File: config.mk
export PLATFORM = sky130hd
export DESIGN_NAME = pipe_hazard_ctrl
export DESIGN_NICKNAME = d
export VERILOG_FILES = /design/src/rtl/pipe_hazard_ctrl.sv
export SDC_FILE = /design/constraint.sdc
export NUM_CORES = 1
export LEC_CHECK = 0
export CAP_MARGIN = 5
export CORE_ASPECT_RATIO = 2
export CORE_MARGIN = 2
export CORE_UTILIZATION = 50
export CTS_BUF_LIST = sky130_fd_sc_hd__clkbuf_4 sky130_fd_sc_hd__clkbuf_8
export CTS_CLUSTER_SIZE = 30
export DETAILED_ROUTE_END_ITERATION = 16
export GPL_TIMING_DRIVEN = 0
export HOLD_SLACK_MARGIN = 0.12
export PLACE_DENSITY = 0.89
export SLEW_MARGIN = 20
export SYNTH_ARGS = -nofsm -noshare
export SYNTH_HDL_FRONTEND = slang
export SYNTH_SLANG_ARGS = --single-unit
File: constraint.sdc
create_clock -name clk -period 7 [get_ports clk]
set_input_delay 1.75 -clock clk [delete_from_list [all_inputs] [get_ports clk]]
set_output_delay 1.75 -clock clk [all_outputs]
set_load 0.01 [all_outputs]
File: src/rtl/pipe_hazard_ctrl.sv
// Stall/flush/halt controller for an NSTAGE in-order pipeline: load-use interlock,
// redirect flush, halt/drain/resume sequencing, per-stage valid bits and a retire counter.
module pipe_hazard_ctrl #(
  parameter int NSTAGE     = 5,
  parameter int RF_ADDRESS = 5,
  parameter int LOAD_LAT   = 1,
  parameter int CNT_W      = 32
) (
  input  logic                  clk,
  input  logic                  reset,
  input  logic [RF_ADDRESS-1:0] id_rs1,
  input  logic [RF_ADDRESS-1:0] id_rs2,
  input  logic                  id_use_rs1,
  input  logic                  id_use_rs2,
  input  logic                  id_halt,
  input  logic [RF_ADDRESS-1:0] ex_rd,
  input  logic                  ex_memread,
  input  logic                  ex_redirect,
  input  logic                  resume,
  output logic                  stall_pc,
  output logic                  stall_ifid,
  output logic                  flush_ifid,
  output logic                  bubble_idex,
  output logic [NSTAGE-1:0]     stage_valid,
  output logic                  halted,
  output logic                  retire,
  output logic [CNT_W-1:0]      retire_cnt
);

  typedef enum logic [1:0] {
    RUN    = 2'd0,
    DRAIN  = 2'd1,
    HALTED = 2'd2
  } state_t;

  state_t            state_reg;
  logic              halted_reg;
  logic [NSTAGE-1:0] valid_reg;
  logic [NSTAGE-1:0] valid_next;
  logic [2:0]        front_next;
  logic [2:0]        stall_cnt_reg;
  logic [2:0]        stall_cnt_next;
  logic [CNT_W-1:0]  cnt_reg;

  logic rs_match;
  logic hazard;
  logic lu_stall;
  logic halt_enter;
  logic run_next;

  assign rs_match = (id_use_rs1 && (id_rs1 == ex_rd)) || (id_use_rs2 && (id_rs2 == ex_rd));
  assign hazard   = valid_reg[1] && valid_reg[2] && ex_memread && (ex_rd != '0) && rs_match;
  assign lu_stall = hazard || (stall_cnt_reg != 3'd0);

  // A halt waits in ID until any load-use stall has finished and no redirect is pending.
  assign halt_enter = (state_reg == RUN) && valid_reg[1] && id_halt && !lu_stall && !ex_redirect;
  assign run_next   = ((state_reg == RUN) && !halt_enter) || ((state_reg == HALTED) && resume);

  assign stall_pc    = (state_reg != RUN) || halt_enter || (lu_stall && !ex_redirect);
  assign stall_ifid  = lu_stall && !ex_redirect;
  assign flush_ifid  = ex_redirect || halt_enter;
  assign bubble_idex = ex_redirect || lu_stall;

  assign stage_valid = valid_reg;
  assign halted      = halted_reg;
  assign retire      = valid_reg[NSTAGE-1];
  assign retire_cnt  = cnt_reg;

  // IF/ID/EX valid bits follow the stall/flush controls; everything past EX just shifts.
  always_comb begin
    front_next     = {valid_reg[1], valid_reg[0], run_next};
    stall_cnt_next = stall_cnt_reg;
    if (ex_redirect) begin
      front_next     = {1'b0, 1'b0, run_next};
      stall_cnt_next = 3'd0;
    end else if (lu_stall) begin
      front_next     = {1'b0, valid_reg[1], valid_reg[0]};
      stall_cnt_next = (stall_cnt_reg == 3'd0) ? 3'(LOAD_LAT - 1) : stall_cnt_reg - 3'd1;
    end else if (halt_enter) begin
      front_next = {valid_reg[1], 2'b00};
    end
  end

  genvar gi;
  generate
    for (gi = 0; gi < NSTAGE; gi++) begin : g_valid
      if (gi < 3) begin : g_front
        assign valid_next[gi] = front_next[gi];
      end else begin : g_shift
        assign valid_next[gi] = valid_reg[gi-1];
      end
    end
  endgenerate

  always_ff @(posedge clk or negedge reset) begin
    if (!reset) begin
      state_reg     <= RUN;
      halted_reg    <= 1'b0;
      valid_reg     <= '0;
      stall_cnt_reg <= 3'd0;
      cnt_reg       <= '0;
    end else begin
      valid_reg     <= valid_next;
      stall_cnt_reg <= stall_cnt_next;
      cnt_reg       <= cnt_reg + CNT_W'(valid_reg[NSTAGE-1]);
      case (state_reg)
        RUN: begin
          if (halt_enter) begin
            state_reg <= DRAIN;
          end
        end
        DRAIN: begin
          if (valid_reg == '0) begin
            state_reg  <= HALTED;
            halted_reg <= 1'b1;
          end
        end
        HALTED: begin
          if (resume) begin
            state_reg  <= RUN;
            halted_reg <= 1'b0;
          end
        end
        default: begin
          state_reg  <= RUN;
          halted_reg <= 1'b0;
        end
      endcase
    end
  end

endmodule

# [Word-level counts from Yosys, hierarchy flattened]
# Cells that the tools add are included.
# Widths: inputs -> output; s select.
[word_totals] ff_bits=43 in_bits=23 output_inout_bits=43
[op_classes] addsub=2 eq_ne=8 mux=13 bitwise=1 n_reduce_logical=32
[op_table] cell="$add 32x1->32" n=1
[op_table] cell="$mux 3" n=5
[op_table] cell="$logic_and 1x1->1" n=13
[op_table] cell="$eq 5x5->1" n=2
[op_table] cell="$mux 2" n=4
[op_table] cell="$ne 2x2->1 const B" n=4
[op_table] cell="$logic_or 1x1->1" n=7
[op_table] cell="$pmux 2 s3" n=1
[op_table] cell="$reduce_and 3->1" n=2
[op_table] cell="$logic_not 5->1" n=1
[op_table] cell="$reduce_bool 5->1" n=1
[op_table] cell="$reduce_bool 2->1" n=2
[op_table] cell="$logic_not 1->1" n=3
[op_table] cell="$logic_not 3->1" n=1
[op_table] cell="$pmux 1 s3" n=1
[op_table] cell="$reduce_bool 3->1" n=1
[op_table] cell="$sub 3x1->3 const B" n=1
[op_table] cell="$eq 2x1->1 const B" n=1
[op_table] cell="$eq 2x2->1 const B" n=1
[op_table] cell="$logic_not 2->1" n=1
[op_table] cell="$mux 1" n=2
[op_table] cell="$not 1->1" n=1

# [Depth between registers and ports, before layout]
# Gate-level depths: netlist (run 1).
[logic_depth] depth_word=14 depth_mapped=8 depth_no_buf=8

# [Worst setup path after synthesis (run 1)]
# No wires, ideal clock.
[synth_path] path_kind="input -> output" from="in ex_rd[0]" to="out flush_ifid" arrival_time_ns=3.126 required_ns=5.250 path_slack_ns=2.124 cell_stages=4 cell_sequence="or4_1 o2111ai_1 o21ai_1 o21bai_1"
[synth_via] elab_chain_cells=9 elab_cells_between_ends=13 classes_between="2 x eq/ne; 11 x reduce/logical"
[synth_lines] element="from (decl)" line="16" rtl="input logic [RF_ADDRESS-1:0] ex_rd,"
[synth_lines] element="$eq 5x5->1" line="51" rtl="assign rs_match = (id_use_rs1 && (id_rs1 == ex_rd)) || (id_use_rs2 && (id_rs2 == ex_rd));"
[synth_lines] element="$logic_and 1x1->1" line="51"
[synth_lines] element="$logic_or 1x1->1" line="51"
[synth_lines] element="$logic_and 1x1->1 (*)" line="52" rtl="assign hazard = valid_reg[1] && valid_reg[2] && ex_memread && (ex_rd != '0) && rs_match;"
[synth_lines] element="$logic_or 1x1->1 (*)" line="53" rtl="assign lu_stall = hazard || (stall_cnt_reg != 3'd0);"
[synth_lines] element="$logic_not 1->1 (*)" line="56" rtl="assign halt_enter = (state_reg == RUN) && valid_reg[1] && id_halt && !lu_stall && !ex_redirect;"
[synth_lines] element="$logic_and 1x1->1 (*) (2 in series)" line="56"
[synth_lines] element="$logic_or 1x1->1 (*)" line="61" rtl="assign flush_ifid = ex_redirect || halt_enter;"
[synth_lines] element="to (decl)" line="22" rtl="output logic flush_ifid,"
# Mark *: on every way between the ends. The rest lies on a longest branch, timed or not.

# [Final worst setup path (run 1)]
[layout_path] from="in ex_rd[2]" to="out stall_ifid"
[layout_via] elab_chain_cells=6 elab_cells_between_ends=10 classes_between="2 x eq/ne; 8 x reduce/logical"
[layout_lines] element="$eq 5x5->1" line="51"
[layout_lines] element="$logic_and 1x1->1" line="51"
[layout_lines] element="$logic_or 1x1->1" line="51"
[layout_lines] element="$logic_and 1x1->1 (*)" line="52"
[layout_lines] element="$logic_or 1x1->1 (*)" line="53"
[layout_lines] element="$logic_and 1x1->1 (*)" line="60" rtl="assign stall_ifid = lu_stall && !ex_redirect;"
[layout_lines] element="to (decl)" line="21" rtl="output logic stall_ifid,"
# Marks and branches as above.

==> results of run 1 <==
cells by family (layout without fill, tap and decap cells):
family | count (synthesis) | in the layout | share of synthesized area [%]
compound gates | 20 | 20 | 6.20
simple gates | 82 | 82 | 22.5
mux | 2 | 2 | 0.928
fa+ha+maj | 4 | 4 | 2.32
flops | 43 | 43 | 49.9
xor+xnor | 40 | 40 | 16.2
buf+inv | 10 | 84 | 1.91
worst max-delay path, stage by stage:
cell and delay, ns:
clkdlybuf4s50_1 0.48, xor2_1 0.19, nor4_1 0.45, a32oi_1 0.37, o21ai_1 0.43, nor2b_1 0.19, clkdlybuf4s50_1 0.55
per-stage QoR:
stage          total power [W]  utilization [%]  hold slack [ns]  instance area, um2
5_1_grt               0.000675             72.5            0.437                2990
2_1_floorplan         0.000376                -            0.429                2160
3_3_place_gp          0.000473             69.6            0.400                2870
3_5_place_dp          0.000478             70.0            0.408                2890
6_report              0.000641             72.5            0.420                2990
4_1_cts               0.000646             72.5            0.430                2990
power groups by stage:
stage | Clock, W | Combinational (W) | Sequential, W
3_3_place_gp | 0 | 0.000159 | 0.000314
3_5_place_dp | 0 | 0.000162 | 0.000315
4_1_cts | 0.000172 | 0.000164 | 0.000311
5_1_grt | 0.000183 | 0.000176 | 0.000316
6_report | 0.000169 | 0.000162 | 0.000311
2_1_floorplan | 0 | 0.0000581 | 0.000318
layout by cell type (no fill, tap or decap), types with 2 or more instances in the layout:
master / count
o21ai_1: 2
xnor2_1: 20
nor3_1: 3
o41ai_1: 2
and3_2: 3
o21ai_0: 3
dfrtp_1: 43
nand2_1: 13
nand4_1: 4
nor2_2: 4
nor4_1: 2
or2_2: 2
ha_1: 4
clkdlybuf4s50_1: 64
inv_1: 7
nand3_1: 19
mux2i_1: 2
nor2b_1: 4
or4_1: 2
xor2_1: 20
clkbuf_1: 2
a21oi_1: 5
and2_1: 2
clkbuf_8: 7
nor2_1: 12
routing by layer:
metal,wire (um),up-vias,track usage (%)
met5,0,-,0
met2,2610,74,38.1
met3,245,12,4.17
met4,208,0,12.7
met1,1580,877,22.1
li1,-,840,-
final timing paths:
kind / to / start / depth (start not counted)
setup / recovery: stall_ifid / ex_rd[2] / 7
hold / removal: stage_valid[4] / stage_valid[3] / 0
setup reg to reg: retire_cnt[30] / stage_valid[4] / 7
hold reg to reg: stage_valid[4] / stage_valid[3] / 0
max in group asynchronous: retire_cnt[16] / reset / 2
min in group asynchronous: retire_cnt[10] / reset / 1
area by class of cell:
| cell class | count | area share (%) |
|---|---|---|
| well taps | 52 | 2.17 |
| clock buffers | 7 | 3.22 |
| multi-input cells | 148 | 34.8 |
| repair buffers | 66 | 22.2 |
| flip-flops and latches | 43 | 36.0 |
| clock inverters | 1 | 0.251 |
| inverters | 7 | 0.878 |
| plain buffers | 3 | 0.502 |
==> impl_metrics.tcl, run 1 <==
set metrics [dict create \
    drv_cap 0 \
    power.density_nw_per_um2 214 \
    dp.cells 319 \
    io_pins 66 \
    synth_top_flop_cell "dfrtp_1" \
    synth_cell_types 44 \
    fmax_mhz 162 \
    postRouteAntennaNets 0 \
    status "completed" \
    cts-resized-gates 0 \
    period_share_pct 88.2 \
    grt_pass1_vias 1897 \
    synth_most_common_cell "dfrtp_1" \
    drive_gt1_share_pct 9.45 \
    p_clk_share_pct 26.3 \
    ys_warn_count 0 \
    fillCellCount 306 \
    worst_pin_slew_ns 0.679 \
    via_per_inst 5.51 \
    period_needed_ns 6.17 \
    path_clk_slew_ns 0.08 \
    hold_viol 0 \
    overflow 0 \
    dr.pass1.iters 4 \
    clk_latency_ns 0.29 \
    ys_ff_latch 43 \
    rrSetupSlack_ns 4.75 \
    ys_async_sr_fraction_pct 100 \
    comb_power_share_pct 25.2 \
    dp_slack_ns 0.908 \
    synthTopCellsByArea "dfrtp_1, xnor2_1, xor2_1" \
    skew_ns 0.00625 \
    syn_inst 201 \
    grt_max_degree 27 \
    cts_hold_buf 0 \
    synth_commonest_cells "dfrtp_1, xnor2_1, xor2_1" \
    synth_nets 228 \
    grt_antenna_before_repair 0 \
    fp.coreArea_um2 4130 \
    cp_max_fo 8 \
    grt.total_usage_pct 21.4 \
    grt_first_pass_wirelength_mm 8.18 \
    tns_ns 0 \
    power_frac_seq_pct 48.4 \
    regArea_um2 1080 \
    synth_edf_count 0 \
    fin_cells 327 \
    switching_share_pct 28.9 \
    rsz0062_at_grt "no" \
    largest_reg_flops 32 \
    setup_ws_ns 0.828 \
    port_buffers 65 \
    antenna_cells 0 \
    area_delta_synth_final_pct 38.7 \
    slew_headroom_pct 54.8 \
    start_util_pct 52.3 \
    yosys.area.top_type "dfrtp_1" \
    drc 0 \
    cts_made_buffers 5 \
    gp_congestion 0.795 \
    yosysSeqAreaShare_pct 49.9 \
    cts_tree "built" \
    slew_viol_final 0 \
    wirelength_mm 4.65 \
    dieArea_um2 4890 \
    syn-cell-area_um2 2160 \
    finalSetupViolations 0 \
    drtIter0Drc 18 \
    crit_path_end_kind "output port" \
    vdd_ir_drop_max_mv 0.174 \
    clock_path_buffers 2 \
    p_sw_w 0.000185 \
    worst_ep_required_time_ns 5.25 \
    clkSinkCount 43 \
    setup.worst_path.class "primary input to output port" \
    cp.arrival_ns 4.42 \
    die_y_um 96.9 \
    post_cts.repair.setup_buffers 0 \
    wl_per_cell_um 14.2 \
    p_leak_nw 1.29 \
    yosys.area.top_type_share_pct 49.9 \
    hp-class "flop to flop" \
    multiInputGateArea_um2 1040 \
    fin_nets 301 \
    die_x_um 50.5 \
    cts-root-buf "clkbuf_8" \
    vias 1803 \
    start_kind "primary input" \
    synth.avg_cell_area_um2 10.7 \
    rows 33 \
    dp_hpwl_mm 3.75 \
    cts_max_level 2 \
    p_int_w 0.000456 \
]
Power figures use the tool's default switching activity.
==> run 2, diff against run 1 <==
--- a/config.mk
+++ b/config.mk
@@ -15,6 +15,7 @@
 export GPL_TIMING_DRIVEN = 0
 export HOLD_SLACK_MARGIN = 0.12
 export PLACE_DENSITY = 0.89
+export SKIP_LAST_GASP = 1
 export SLEW_MARGIN = 20
 export SYNTH_ARGS = -nofsm -noshare
 export SYNTH_HDL_FRONTEND = slang
==> results of run 2 <==
The final DEF is identical to that of run 1; final timing and power are the same.
==> run 3, diff against run 2 <==
--- a/config.mk
+++ b/config.mk
@@ -15,7 +15,6 @@
 export GPL_TIMING_DRIVEN = 0
 export HOLD_SLACK_MARGIN = 0.12
 export PLACE_DENSITY = 0.89
-export SKIP_LAST_GASP = 1
 export SLEW_MARGIN = 20
 export SYNTH_ARGS = -nofsm -noshare
 export SYNTH_HDL_FRONTEND = slang
==> results of run 3 <==
The final DEF is identical to that of run 1; final timing and power are the same.
